===== src/rtl/pipe_hazard_ctrl_pkg.sv =====
// Shared types and constants for the pipeline hazard controller.
// Holds the FSM state encoding and the register-index width.
package pipe_hazard_ctrl_pkg;

  localparam int REG_IDX_W = 4;

  typedef enum logic {
    ST_RUN  = 1'b0,
    ST_WAIT = 1'b1
  } state_t;

endpackage


===== src/rtl/pipe_hazard_ctrl_if.sv =====
// Bundle between the hazard controller and the pipeline datapath.
// The master side is the controller; the slave side is the pipeline it steers.
interface pipe_hazard_ctrl_if #(
  parameter int CNT_W = 32
);
  import pipe_hazard_ctrl_pkg::*;

  logic [REG_IDX_W-1:0] id_src1;
  logic [REG_IDX_W-1:0] id_src2;
  logic                 id_use_src1;
  logic                 id_two_src;
  logic [REG_IDX_W-1:0] exe_dest;
  logic                 exe_wb_en;
  logic                 exe_mem_r_en;
  logic [REG_IDX_W-1:0] mem_dest;
  logic                 mem_wb_en;
  logic                 branch_taken;
  logic                 mem_req;
  logic                 mem_ready;
  logic                 cnt_clr;

  logic                 pc_ld;
  logic                 if_id_ld;
  logic                 if_id_flush;
  logic                 id_exe_ld;
  logic                 id_exe_flush;
  logic                 exe_mem_ld;
  logic                 mem_wb_ld;
  logic [CNT_W-1:0]     stall_cnt;
  logic [CNT_W-1:0]     flush_cnt;
  logic                 mem_timeout;

  modport master (
    input  id_src1, id_src2, id_use_src1, id_two_src,
    input  exe_dest, exe_wb_en, exe_mem_r_en,
    input  mem_dest, mem_wb_en,
    input  branch_taken, mem_req, mem_ready, cnt_clr,
    output pc_ld, if_id_ld, if_id_flush, id_exe_ld, id_exe_flush,
    output exe_mem_ld, mem_wb_ld,
    output stall_cnt, flush_cnt, mem_timeout
  );

  modport slave (
    output id_src1, id_src2, id_use_src1, id_two_src,
    output exe_dest, exe_wb_en, exe_mem_r_en,
    output mem_dest, mem_wb_en,
    output branch_taken, mem_req, mem_ready, cnt_clr,
    input  pc_ld, if_id_ld, if_id_flush, id_exe_ld, id_exe_flush,
    input  exe_mem_ld, mem_wb_ld,
    input  stall_cnt, flush_cnt, mem_timeout
  );

endinterface


===== src/rtl/pipe_hazard_ctrl_hazard_detect.sv =====
// RAW hazard detection between the ID instruction and older instructions.
// With forwarding only a load in EXE can cause a hazard; without it any writer in EXE or MEM does.
module hazard_detect
  import pipe_hazard_ctrl_pkg::*;
#(
  parameter int FWD_EN = 1
) (
  input  logic [REG_IDX_W-1:0] i_id_src1,
  input  logic [REG_IDX_W-1:0] i_id_src2,
  input  logic                 i_id_use_src1,
  input  logic                 i_id_two_src,
  input  logic [REG_IDX_W-1:0] i_exe_dest,
  input  logic                 i_exe_wb_en,
  input  logic                 i_exe_mem_r_en,
  input  logic [REG_IDX_W-1:0] i_mem_dest,
  input  logic                 i_mem_wb_en,
  output logic                 o_hz
);

  logic w_exe_hit;
  logic w_mem_hit;
  logic w_hz_fwd;
  logic w_hz_nofwd;

  assign w_exe_hit = (i_id_use_src1 && (i_id_src1 == i_exe_dest)) ||
                     (i_id_two_src  && (i_id_src2 == i_exe_dest));
  assign w_mem_hit = (i_id_use_src1 && (i_id_src1 == i_mem_dest)) ||
                     (i_id_two_src  && (i_id_src2 == i_mem_dest));

  assign w_hz_fwd   = i_exe_wb_en & i_exe_mem_r_en & w_exe_hit;
  assign w_hz_nofwd = (i_exe_wb_en & w_exe_hit) | (i_mem_wb_en & w_mem_hit);

  assign o_hz = (FWD_EN != 0) ? w_hz_fwd : w_hz_nofwd;

endmodule


===== src/rtl/pipe_hazard_ctrl.sv =====
// Pipeline load/flush controller: memory freeze, branch squash, load-use bubbles,
// plus saturating stall/flush counters and a sticky memory-timeout flag.
module pipe_hazard_ctrl
  import pipe_hazard_ctrl_pkg::*;
#(
  parameter int FWD_EN  = 1,
  parameter int CNT_W   = 32,
  parameter int TMO_CYC = 255
) (
  input  logic                clk,
  input  logic                rst,
  pipe_hazard_ctrl_if.master  bus
);

  localparam int WAIT_W = $clog2(TMO_CYC + 1);
  localparam logic [WAIT_W-1:0] WAIT_MAX = WAIT_W'(TMO_CYC);
  localparam logic [CNT_W-1:0]  CNT_MAX  = {CNT_W{1'b1}};

  state_t            r_state;
  state_t            w_state_nxt;
  logic [WAIT_W-1:0] r_wait_cnt;
  logic [WAIT_W-1:0] w_wait_nxt;
  logic [CNT_W-1:0]  r_stall_cnt;
  logic [CNT_W-1:0]  r_flush_cnt;
  logic              r_mem_timeout;

  logic w_hz;
  logic w_hold;
  logic w_stall_inc;
  logic w_flush_inc;
  logic w_pc_ld;
  logic w_if_id_ld;
  logic w_if_id_flush;
  logic w_id_exe_ld;
  logic w_id_exe_flush;
  logic w_exe_mem_ld;
  logic w_mem_wb_ld;

  hazard_detect #(
    .FWD_EN (FWD_EN)
  ) u_hazard_detect (
    .i_id_src1      (bus.id_src1),
    .i_id_src2      (bus.id_src2),
    .i_id_use_src1  (bus.id_use_src1),
    .i_id_two_src   (bus.id_two_src),
    .i_exe_dest     (bus.exe_dest),
    .i_exe_wb_en    (bus.exe_wb_en),
    .i_exe_mem_r_en (bus.exe_mem_r_en),
    .i_mem_dest     (bus.mem_dest),
    .i_mem_wb_en    (bus.mem_wb_en),
    .o_hz           (w_hz)
  );

  // Memory freeze: either already waiting or a fresh request the memory cannot finish now.
  assign w_hold = ((r_state == ST_WAIT) || bus.mem_req) && !bus.mem_ready;

  always_ff @(posedge clk or posedge rst) begin
    if (rst) begin
      r_state <= ST_RUN;
    end else begin
      r_state <= w_state_nxt;
    end
  end

  always_comb begin
    w_state_nxt    = ST_RUN;
    w_stall_inc    = 1'b0;
    w_flush_inc    = 1'b0;
    w_pc_ld        = 1'b0;
    w_if_id_ld     = 1'b0;
    w_if_id_flush  = 1'b0;
    w_id_exe_ld    = 1'b0;
    w_id_exe_flush = 1'b0;
    w_exe_mem_ld   = 1'b0;
    w_mem_wb_ld    = 1'b0;
    if (w_hold) begin
      w_state_nxt = ST_WAIT;
    end
    if (!rst) begin
      if (w_hold) begin
        w_stall_inc = 1'b1;
      end else if (bus.branch_taken) begin
        w_flush_inc    = 1'b1;
        w_pc_ld        = 1'b1;
        w_if_id_ld     = 1'b1;
        w_if_id_flush  = 1'b1;
        w_id_exe_ld    = 1'b1;
        w_id_exe_flush = 1'b1;
        w_exe_mem_ld   = 1'b1;
        w_mem_wb_ld    = 1'b1;
      end else if (w_hz) begin
        w_stall_inc    = 1'b1;
        w_id_exe_ld    = 1'b1;
        w_id_exe_flush = 1'b1;
        w_exe_mem_ld   = 1'b1;
        w_mem_wb_ld    = 1'b1;
      end else begin
        w_pc_ld      = 1'b1;
        w_if_id_ld   = 1'b1;
        w_id_exe_ld  = 1'b1;
        w_exe_mem_ld = 1'b1;
        w_mem_wb_ld  = 1'b1;
      end
    end
  end

  // The entering cycle already counts as a wait cycle.
  always_comb begin
    w_wait_nxt = r_wait_cnt;
    if (!w_hold) begin
      w_wait_nxt = '0;
    end else if (r_wait_cnt != WAIT_MAX) begin
      w_wait_nxt = r_wait_cnt + WAIT_W'(1);
    end
  end

  always_ff @(posedge clk or posedge rst) begin
    if (rst) begin
      r_wait_cnt    <= '0;
      r_stall_cnt   <= '0;
      r_flush_cnt   <= '0;
      r_mem_timeout <= 1'b0;
    end else begin
      r_wait_cnt <= w_wait_nxt;
      if (bus.cnt_clr) begin
        r_stall_cnt   <= '0;
        r_flush_cnt   <= '0;
        r_mem_timeout <= 1'b0;
      end else begin
        if (w_stall_inc && (r_stall_cnt != CNT_MAX)) begin
          r_stall_cnt <= r_stall_cnt + CNT_W'(1);
        end
        if (w_flush_inc && (r_flush_cnt != CNT_MAX)) begin
          r_flush_cnt <= r_flush_cnt + CNT_W'(1);
        end
        if (w_hold && (w_wait_nxt == WAIT_MAX)) begin
          r_mem_timeout <= 1'b1;
        end
      end
    end
  end

  assign bus.pc_ld        = w_pc_ld;
  assign bus.if_id_ld     = w_if_id_ld;
  assign bus.if_id_flush  = w_if_id_flush;
  assign bus.id_exe_ld    = w_id_exe_ld;
  assign bus.id_exe_flush = w_id_exe_flush;
  assign bus.exe_mem_ld   = w_exe_mem_ld;
  assign bus.mem_wb_ld    = w_mem_wb_ld;
  assign bus.stall_cnt    = r_stall_cnt;
  assign bus.flush_cnt    = r_flush_cnt;
  assign bus.mem_timeout  = r_mem_timeout;

endmodule


===== src/flat_wrapper.sv =====
// flat-port wrapper written by rule: the top's interface ports become plain ports
module pipe_hazard_ctrl_flat import pipe_hazard_ctrl_pkg::*;
#(
  parameter int FWD_EN  = 1,
  parameter int CNT_W   = 32,
  parameter int TMO_CYC = 255
)
  (clk, rst, bus_id_src1, bus_id_src2, bus_id_use_src1, bus_id_two_src, bus_exe_dest, bus_exe_wb_en, bus_exe_mem_r_en, bus_mem_dest, bus_mem_wb_en, bus_branch_taken, bus_mem_req, bus_mem_ready, bus_cnt_clr, bus_pc_ld, bus_if_id_ld, bus_if_id_flush, bus_id_exe_ld, bus_id_exe_flush, bus_exe_mem_ld, bus_mem_wb_ld, bus_stall_cnt, bus_flush_cnt, bus_mem_timeout);
  pipe_hazard_ctrl_if #(.CNT_W(CNT_W)) bus_i ();
  input  logic clk;
  input  logic rst;
  input wire logic [$bits(bus_i.id_src1)-1:0] bus_id_src1;
  input wire logic [$bits(bus_i.id_src2)-1:0] bus_id_src2;
  input wire logic [$bits(bus_i.id_use_src1)-1:0] bus_id_use_src1;
  input wire logic [$bits(bus_i.id_two_src)-1:0] bus_id_two_src;
  input wire logic [$bits(bus_i.exe_dest)-1:0] bus_exe_dest;
  input wire logic [$bits(bus_i.exe_wb_en)-1:0] bus_exe_wb_en;
  input wire logic [$bits(bus_i.exe_mem_r_en)-1:0] bus_exe_mem_r_en;
  input wire logic [$bits(bus_i.mem_dest)-1:0] bus_mem_dest;
  input wire logic [$bits(bus_i.mem_wb_en)-1:0] bus_mem_wb_en;
  input wire logic [$bits(bus_i.branch_taken)-1:0] bus_branch_taken;
  input wire logic [$bits(bus_i.mem_req)-1:0] bus_mem_req;
  input wire logic [$bits(bus_i.mem_ready)-1:0] bus_mem_ready;
  input wire logic [$bits(bus_i.cnt_clr)-1:0] bus_cnt_clr;
  output wire logic [$bits(bus_i.pc_ld)-1:0] bus_pc_ld;
  output wire logic [$bits(bus_i.if_id_ld)-1:0] bus_if_id_ld;
  output wire logic [$bits(bus_i.if_id_flush)-1:0] bus_if_id_flush;
  output wire logic [$bits(bus_i.id_exe_ld)-1:0] bus_id_exe_ld;
  output wire logic [$bits(bus_i.id_exe_flush)-1:0] bus_id_exe_flush;
  output wire logic [$bits(bus_i.exe_mem_ld)-1:0] bus_exe_mem_ld;
  output wire logic [$bits(bus_i.mem_wb_ld)-1:0] bus_mem_wb_ld;
  output wire logic [$bits(bus_i.stall_cnt)-1:0] bus_stall_cnt;
  output wire logic [$bits(bus_i.flush_cnt)-1:0] bus_flush_cnt;
  output wire logic [$bits(bus_i.mem_timeout)-1:0] bus_mem_timeout;
  assign bus_i.id_src1 = bus_id_src1;
  assign bus_i.id_src2 = bus_id_src2;
  assign bus_i.id_use_src1 = bus_id_use_src1;
  assign bus_i.id_two_src = bus_id_two_src;
  assign bus_i.exe_dest = bus_exe_dest;
  assign bus_i.exe_wb_en = bus_exe_wb_en;
  assign bus_i.exe_mem_r_en = bus_exe_mem_r_en;
  assign bus_i.mem_dest = bus_mem_dest;
  assign bus_i.mem_wb_en = bus_mem_wb_en;
  assign bus_i.branch_taken = bus_branch_taken;
  assign bus_i.mem_req = bus_mem_req;
  assign bus_i.mem_ready = bus_mem_ready;
  assign bus_i.cnt_clr = bus_cnt_clr;
  assign bus_pc_ld = bus_i.pc_ld;
  assign bus_if_id_ld = bus_i.if_id_ld;
  assign bus_if_id_flush = bus_i.if_id_flush;
  assign bus_id_exe_ld = bus_i.id_exe_ld;
  assign bus_id_exe_flush = bus_i.id_exe_flush;
  assign bus_exe_mem_ld = bus_i.exe_mem_ld;
  assign bus_mem_wb_ld = bus_i.mem_wb_ld;
  assign bus_stall_cnt = bus_i.stall_cnt;
  assign bus_flush_cnt = bus_i.flush_cnt;
  assign bus_mem_timeout = bus_i.mem_timeout;
  pipe_hazard_ctrl #(.FWD_EN(FWD_EN), .CNT_W(CNT_W), .TMO_CYC(TMO_CYC)) u_core (.clk(clk), .rst(rst), .bus(bus_i));
endmodule

===== config.mk =====
export PLATFORM = sky130hd
export DESIGN_NAME = pipe_hazard_ctrl_flat
export DESIGN_NICKNAME = d
export VERILOG_FILES = /design/src/rtl/pipe_hazard_ctrl_pkg.sv /design/src/rtl/pipe_hazard_ctrl_if.sv /design/src/rtl/pipe_hazard_ctrl_hazard_detect.sv /design/src/rtl/pipe_hazard_ctrl.sv /design/src/flat_wrapper.sv
export SDC_FILE = /design/constraint.sdc
export NUM_CORES = 1
export LEC_CHECK = 0
export ABC_CLOCK_PERIOD_IN_PS = 5300
export CAP_MARGIN = 20
export CORE_MARGIN = 2
export CORE_UTILIZATION = 50
export CTS_BUF_LIST = sky130_fd_sc_hd__clkbuf_16
export DETAILED_ROUTE_END_ITERATION = 8
export PLACE_DENSITY = 0.92
export REMOVE_ABC_BUFFERS = 1
export SETUP_SLACK_MARGIN = 0.3
export SLEW_MARGIN = 20
export SYNTH_ARGS = -nofsm -noshare
export SYNTH_HDL_FRONTEND = slang
export SYNTH_HIERARCHICAL = 1
export SYNTH_SLANG_ARGS = --single-unit

===== constraint.sdc =====
create_clock -name clk -period 5.3 [get_ports clk]
set_input_delay 0.53 -clock clk [delete_from_list [all_inputs] [get_ports clk]]
set_output_delay 0.53 -clock clk [all_outputs]
set_load 0.005 [all_outputs]

==> summary.txt, run 1 <==
Worst setup path
  • R2R Setup Slk: 2.81 ns
  • R2r worst-path depth: 7
  • Critical-path top delay cell: a21oi_1
  • Max FO, Critical Path: 11
  • CP Data Required Time: 5.51 ns
  • Crit Path Category: input pin to flop
  • Worst setup SP type: input pin
  • Crit-path max cell delay: 0.68 ns
  • Reg2reg start: u_core/bus.stall_cnt[0]
  • Crit-path cells: clkdlybuf4s50_1 > xor2_1 > or4_1 > o41ai_1 > nand2b_1 > a21oi_1 > nand4_1 > a21oi_2 > nand3_1 > mux2_2
  • Kind of end point of the critical path: flop
  • Critical Path AT: approximately 3.7 ns
  • Reg2reg end: u_core/bus.stall_cnt[21]

CTS
  • Sink Count: 74
  • CTS resizes: 0
  • CTS Root Cell: clkbuf_16
  • CTS H-Tree Depth: 3
  • Clk Latency, worst-skew pair: 0.33 ns
  • Clk slew on worst S/H paths: 0.05 ns
  • Clk buf depth: 2
  • Post-CTS Setup Repair Bufs: 0
  • CTS Buf Count: 9
  • CTS tree: built
  • Cts-stage hold buffer count: 0

Timing
  • Slew of the pin with the lowest slew margin: about 0.94 ns
  • Rel. slew slack: 37.5%
  • Final setup vio count: 0
  • Total negative setup slack: 0 ns
  • Max Slew Vio Count: 0
  • Final worst-path setup slack: 1.83 ns
  • Clock skew: 0.00427 ns
  • Minimum clock period: 3.47 ns
  • Fin crit share: between 60% and 70%
  • Worst hold margin: around 0.53 ns
  • RSZ-0062 raised after global routing: no
  • Fmax: 289 MHz
  • Final Hold Vio Count: 0

Floorplan
  • # IOs: 99
  • Die ar.: 0.00882 mm2
  • Core ar.: 0.00777 mm2
  • Die X: 93.9 um
  • Die H: 93.9 um
  • Initial Util: ~52%
  • Core Rows: 32

Global route
  • Grt total ovfl: 0
  • Aggregate global-route resource usage: 23.5%
  • First-pass GRT wire length: 16500 um
  • Initial antenna violation count: 0
  • Vias in the first global route: 3474
  • Largest net degree at the start of global routing: 75

Hold path
  • Hold path startpoint: u_core/r_wait_cnt[2]
  • Hold Crit Depth: 1
  • Worst Hold Path EP: u_core/r_wait_cnt[2]
  • Worst hold path class: flop to flop

Synth
  • Most common cell in the netlist: nor2_1
  • Synth area leader: dfrtp_1
  • Syn_area_per_cell: 9.25 um2
  • Async SR Flop Fraction: 100%
  • Gate Count Post-Synth: 437
  • Sequential area share after synthesis: roughly 46%
  • Top-area cell type share of the netlist area: 45.8%
  • Synth Warn #: 6
  • Mapped Area: 0.00404 mm2
  • Largest cells by area after synthesis: dfrtp_1, xor2_1, nor2_1
  • Flops & latches, synth: 74
  • Post-synth top cells: nor2_1, dfrtp_1, xor2_1, nand3_1, nand4_1
  • Synth unique cells: 45
  • Ys flop type: dfrtp_1
  • Number of flops mapped to enable cells by yosys: 0

Pwr
  • Int Power: 0.000957 W
  • Combinational share of power: approximately 6%
  • P_leak: between 2 and 2.5 nW
  • NetSw: around 0.00026 W
  • Sequential power share: 47.1%
  • Clock power share: 46.8%
  • Max VDD drop: around 0.17 mV
  • Pwr Density: roughly 230 mW/mm2
  • Sw Ratio: approximately a fifth

Finish
  • Final net count: 556
  • Share of cells above drive strength 1: 6.04%
  • Synthesis-to-layout area growth: 31.5%
  • Ant diodes: 0

Drt
  • ANT nets after route: 0
  • Number of DRC markers in iteration 0: 232
  • DRC: 0
  • Router iterations before antenna repair: 4
  • Via count: 3673
  • Vias per cell: 5.81
  • Routed WL: 10100 um
  • Drt wl/cell: 16.0 um

Place
  • Gpl congestion: 0.845
  • Port Buffer Count: 93
  • Post-Place Setup Slack: approximately 1.6 ns
  • Hpwl dp: 6890 um

Flow run
  • Max cap viols: 0

Outcome
  • Status: completed
## worst max-delay path, delay by kind of cell
family	cells	cell delay, ns
XOR/XNOR	1	0.20
buffers and inverters	1	0.46
multiplexers	1	0.29
AO/OA/AOI/OAI	3	1.14
AND/OR/NAND/NOR	4	1.05
## per-layer routing
layer	up-vias	GRT usage (%)	share of wire, %
li1	1706	-	-
met1	1779	30.1	41
met2	164	39.3	50
met3	24	4.41	6.9
met4	0	9.06	2.0
met5	-	0	0
## flip-flops by register name (all words and copies together) (netlist names)
| signal | count |
|---|---|
| u_core/bus.flush_cnt | 32 |
| u_core/bus.mem_timeout | 1 |
| u_core/bus.stall_cnt | 32 |
| u_core/r_state | 1 |
| u_core/r_wait_cnt | 8 |
## area by class of cell
| type | instances | area (um2) |
|---|---|---|
| tap | 102 | 128 |
| clock inverter | 6 | 51.3 |
| fill | 615 | 2450 |
| sequential | 74 | 1850 |
| timing repair buffer | 96 | 948 |
| inverter | 8 | 30.0 |
| multi-input combinational | 337 | 2080 |
| clock buffer | 9 | 225 |
## how the worst max path moves through the flow
stage | from | end | slack, ns | cells after the start
global route | bus_exe_dest[2] | u_core/bus.stall_cnt[30] | 1.68 | 11
floorplan | rst | bus_if_id_ld | 2.28 | 2
CTS | bus_exe_dest[3] | u_core/bus.stall_cnt[30] | 1.92 | 10
detailed placement | bus_exe_dest[3] | u_core/bus.stall_cnt[30] | 1.61 | 10
finish | bus_exe_dest[3] | u_core/bus.stall_cnt[29] | 1.83 | 10
global placement | bus_exe_dest[0] | u_core/bus.stall_cnt[30] | 1.64 | 10
## cells in the final DEF, fill, tap and decap left out, types with 9 or more instances in the layout
master	Yosys	routed
xnor2_1	20	20
xor2_1	42	42
inv_1	8	9
clkbuf_16	0	9
and3_1	16	16
nand4_1	28	28
clkdlybuf4s50_1	0	92
nor2_1	78	78
nand2_1	24	24
dfrtp_1	74	74
nand3_1	34	34
nor3_1	15	15
## power groups by stage
stage	Clock [W]	Combinational, W	Sequential (W)
detailed placement	0	0.0000735	0.000583
global placement	0	0.0000711	0.000582
floorplan	0	0.0000282	0.000582
CTS	0.000582	0.0000746	0.000573
global route	0.000610	0.0000804	0.000573
finish	0.000570	0.0000739	0.000573
## metrics by stage
step / utilization, % / cell area (um2) / instances / total power (W)
final: 68.4 / 5310 / 632 / 0.00122
after global placement: 64.8 / 5040 / 617 / 0.000653
after detailed placement: 64.8 / 5040 / 617 / 0.000656
after CTS: 68.4 / 5310 / 632 / 0.00123
after global routing: 68.4 / 5310 / 632 / 0.00126
after floorplan: - / 3960 / 419 / 0.000610
## kinds of logic (layout without fill, tap and decap cells)
| group | count (synthesis) | after routing | share of synthesized area (%) |
|---|---|---|---|
| muxes | 7 | 7 | 1.95 |
| AOI/OAI and AO/OA | 29 | 29 | 4.92 |
| buffers and inverters | 26 | 119 | 2.73 |
| and+or+nand+nor | 236 | 236 | 30.2 |
| DFF | 74 | 74 | 45.8 |
| xor gates and xnor gates | 62 | 62 | 13.4 |
| adders and majority gates | 3 | 3 | 0.929 |
Power figures use the tool's default switching activity.
==> inputs of run 2 (changes only) <==
- ABC_CLOCK_PERIOD_IN_PS: 5300 -> 3000
- CORE_UTILIZATION: 50 -> 45
- PLACE_DENSITY: 0.92 -> 0.88
- clock period: 5.3 -> 3 ns (I/O delays scaled with it)
==> summary.txt, run 2 (synthesis results as in run 1) <==
Floorplan
  • Die ar.: 0.00975 mm2
  • # IOs: 99
  • Initial Util: 46.3%
  • Core ar.: 0.00872 mm2
  • Die H: 98.8 um
  • Core Rows: 34
  • Die X: between 90 and 100 um

Global route
  • Grt total ovfl: 0
  • Largest net degree at the start of global routing: between 70 and 80
  • Initial antenna violation count: 0
  • Vias in the first global route: roughly 3600
  • Aggregate global-route resource usage: 21.2%
  • First-pass GRT wire length: 17000 um

CTS
  • Sink Count: 74
  • Cts-stage hold buffer count: 0
  • CTS tree: built
  • Clk Latency, worst-skew pair: roughly 0.32 ns
  • Clk buf depth: 2
  • Clk slew on worst S/H paths: 0.06 ns
  • CTS H-Tree Depth: 3
  • CTS Root Cell: clkbuf_16
  • CTS Buf Count: 9

Timing
  • Minimum clock period: about 2.6 ns
  • Max Slew Vio Count: 0
  • Clock skew: roughly 0.0083 ns
  • Slew of the pin with the lowest slew margin: 0.946 ns
  • Final Hold Vio Count: 0
  • Fmax: ~390 MHz
  • Fin crit share: 85.9%
  • RSZ-0062 raised after global routing: no
  • Rel. slew slack: 36.9%
  • Final worst-path setup slack: around 0.42 ns
  • Final setup vio count: 0

Pwr
  • Pwr Density: approximately 430 mW/mm2
  • Pwr Total: around 0.0024 W
  • P_leak: 2.29 nW
  • Max VDD drop: roughly 0.29 mV

Worst setup path
  • Critical Path Stages: 7
  • CP Buf/Inv Count: 0
  • Top cell family by delay on the critical path: simple AND/OR/NAND/NOR gates
  • Critical Path AT: 2.75 ns
  • Crit-path max cell delay: 0.60 ns
  • CP Data Required Time: 3.18 ns
  • Critical-path top delay cell: or4_1
  • Max FO, Critical Path: 8
  • Worst setup SP type: flop
  • Crit-path cells: ha_1 > nand4_1 > or4_1 > or4_1 > nand4_1 > xor2_1 > nor2_1
  • Kind of end point of the critical path: flop
  • R2r worst-path depth: 7
  • Crit Path Category: flop to flop

Flow run
  • Max cap viols: 0

Drt
  • Vias per cell: 5.65
  • Via count: 3643
  • Number of DRC markers in iteration 0: around 180
  • ANT nets after route: 0
  • DRC: 0
  • Router iterations before antenna repair: 4
  • Routed WL: 10200 um
  • Drt wl/cell: 15.8 um

Finish
  • Share of cells above drive strength 1: 8.19%
  • Finished layout cell area: 0.00545 mm2
  • Most common cell after layout, fill and taps aside: clkdlybuf4s50_1
  • Final net count: between 500 and 600
  • Commonest non-fill, non-tap cells in the layout: clkdlybuf4s50_1, nor2_1, dfrtp_1, xor2_1, nand3_1
  • Synthesis-to-layout area growth: 34.8%
  • Ant diodes: 0

Place
  • Port Buffer Count: 93
  • Placed Area: 0.00508 mm2
  • Gpl congestion: a little under 0.9
  • Hpwl dp: 7010 um
  • Post-Place Setup Slack: -0.00338 ns

Outcome
  • Status: completed

Hold path
  • Worst hold path class: flop to flop
  • Hold Crit Depth: 1
-- run 2: cell count changes in the layout (fill, tap and decap cells not counted), moves of 2 or more --
cell | before | now
inv_1 | 9 | 7
dlygate4sd2_1 | 0 | 4
bufinv_16 | 1 | 3
buf_4 | 3 | 9
clkdlybuf4s50_1 | 92 | 87
-- run 2: final cells by class --
| class | instances | area (um2) |
|---|---|---|
| Tap cell | 108 | 135 |
| Clock inverter | 7 | 108 |
| Multi-Input combinational cell | 337 | 2110 |
| Sequential cell | 74 | 1850 |
| Clock buffer | 9 | 225 |
| Fill cell | 721 | 3270 |
| Inverter | 8 | 30.0 |
| Timing Repair Buffer | 102 | 991 |
-- run 2: worst paths after layout --
path | slack [ns] | endpoint | startpoint
min | 0.52 | u_core/r_wait_cnt[2] | u_core/r_wait_cnt[2]
max | 0.42 | u_core/bus.stall_cnt[21] | u_core/bus.stall_cnt[0]
max in group asynchronous | 1.65 | u_core/bus.flush_cnt[5] | rst
max reg2reg | 0.42 | u_core/bus.stall_cnt[21] | u_core/bus.stall_cnt[0]
min reg2reg | 0.52 | u_core/r_wait_cnt[2] | u_core/r_wait_cnt[2]
min in group asynchronous | 0.72 | u_core/bus.stall_cnt[6] | rst
-- run 2: through the flow --
step           hold slack (ns)  setup TNS [ns]  cells  util, %
6_report                 0.522               0    645     62.5
3_3_place_gp             0.498               0    628     58.3
5_1_grt                  0.539               0    645     62.5
3_5_place_dp             0.508        -0.00338    628     58.3
2_1_floorplan            0.363               0    419        -
4_1_cts                  0.517               0    644     62.1
-- run 2: metal layers --
metal	track usage (%)	vias to the layer above	share of wire, %
met2	35.8	104	51
met3	4.75	14	4.2
met1	27.1	1805	43
met5	0	-	0
li1	-	1720	-
met4	6.74	0	1.3
-- run 2: repair_timing --
| action | CTS | global route |
|---|---|---|
| setup buffers | 0 | 1 |
| pin swaps | 0 | 1 |
| cloned | 0 | 0 |
| endpoints found under the setup margin | 2 | 6 |
| resized for setup | 5 | 5 |
-- run 2: report_power, final --
group | internal (W) | switching (W) | leakage [nW] | total [W]
logic | 0.0000592 | 0.0000721 | 1.10 | 0.000131
clock network | 0.000804 | 0.000420 | 0.164 | 0.00122
registers | 0.00100 | 0.00000722 | 1.03 | 0.00101
total | 0.00187 | 0.000499 | 2.29 | 0.00237
==> inputs of run 3 (changes only) <==
- SLEW_MARGIN: 20 -> unset
==> results of run 3 <==
Same layout as run 2: the final DEF is identical, and so are final timing and power.
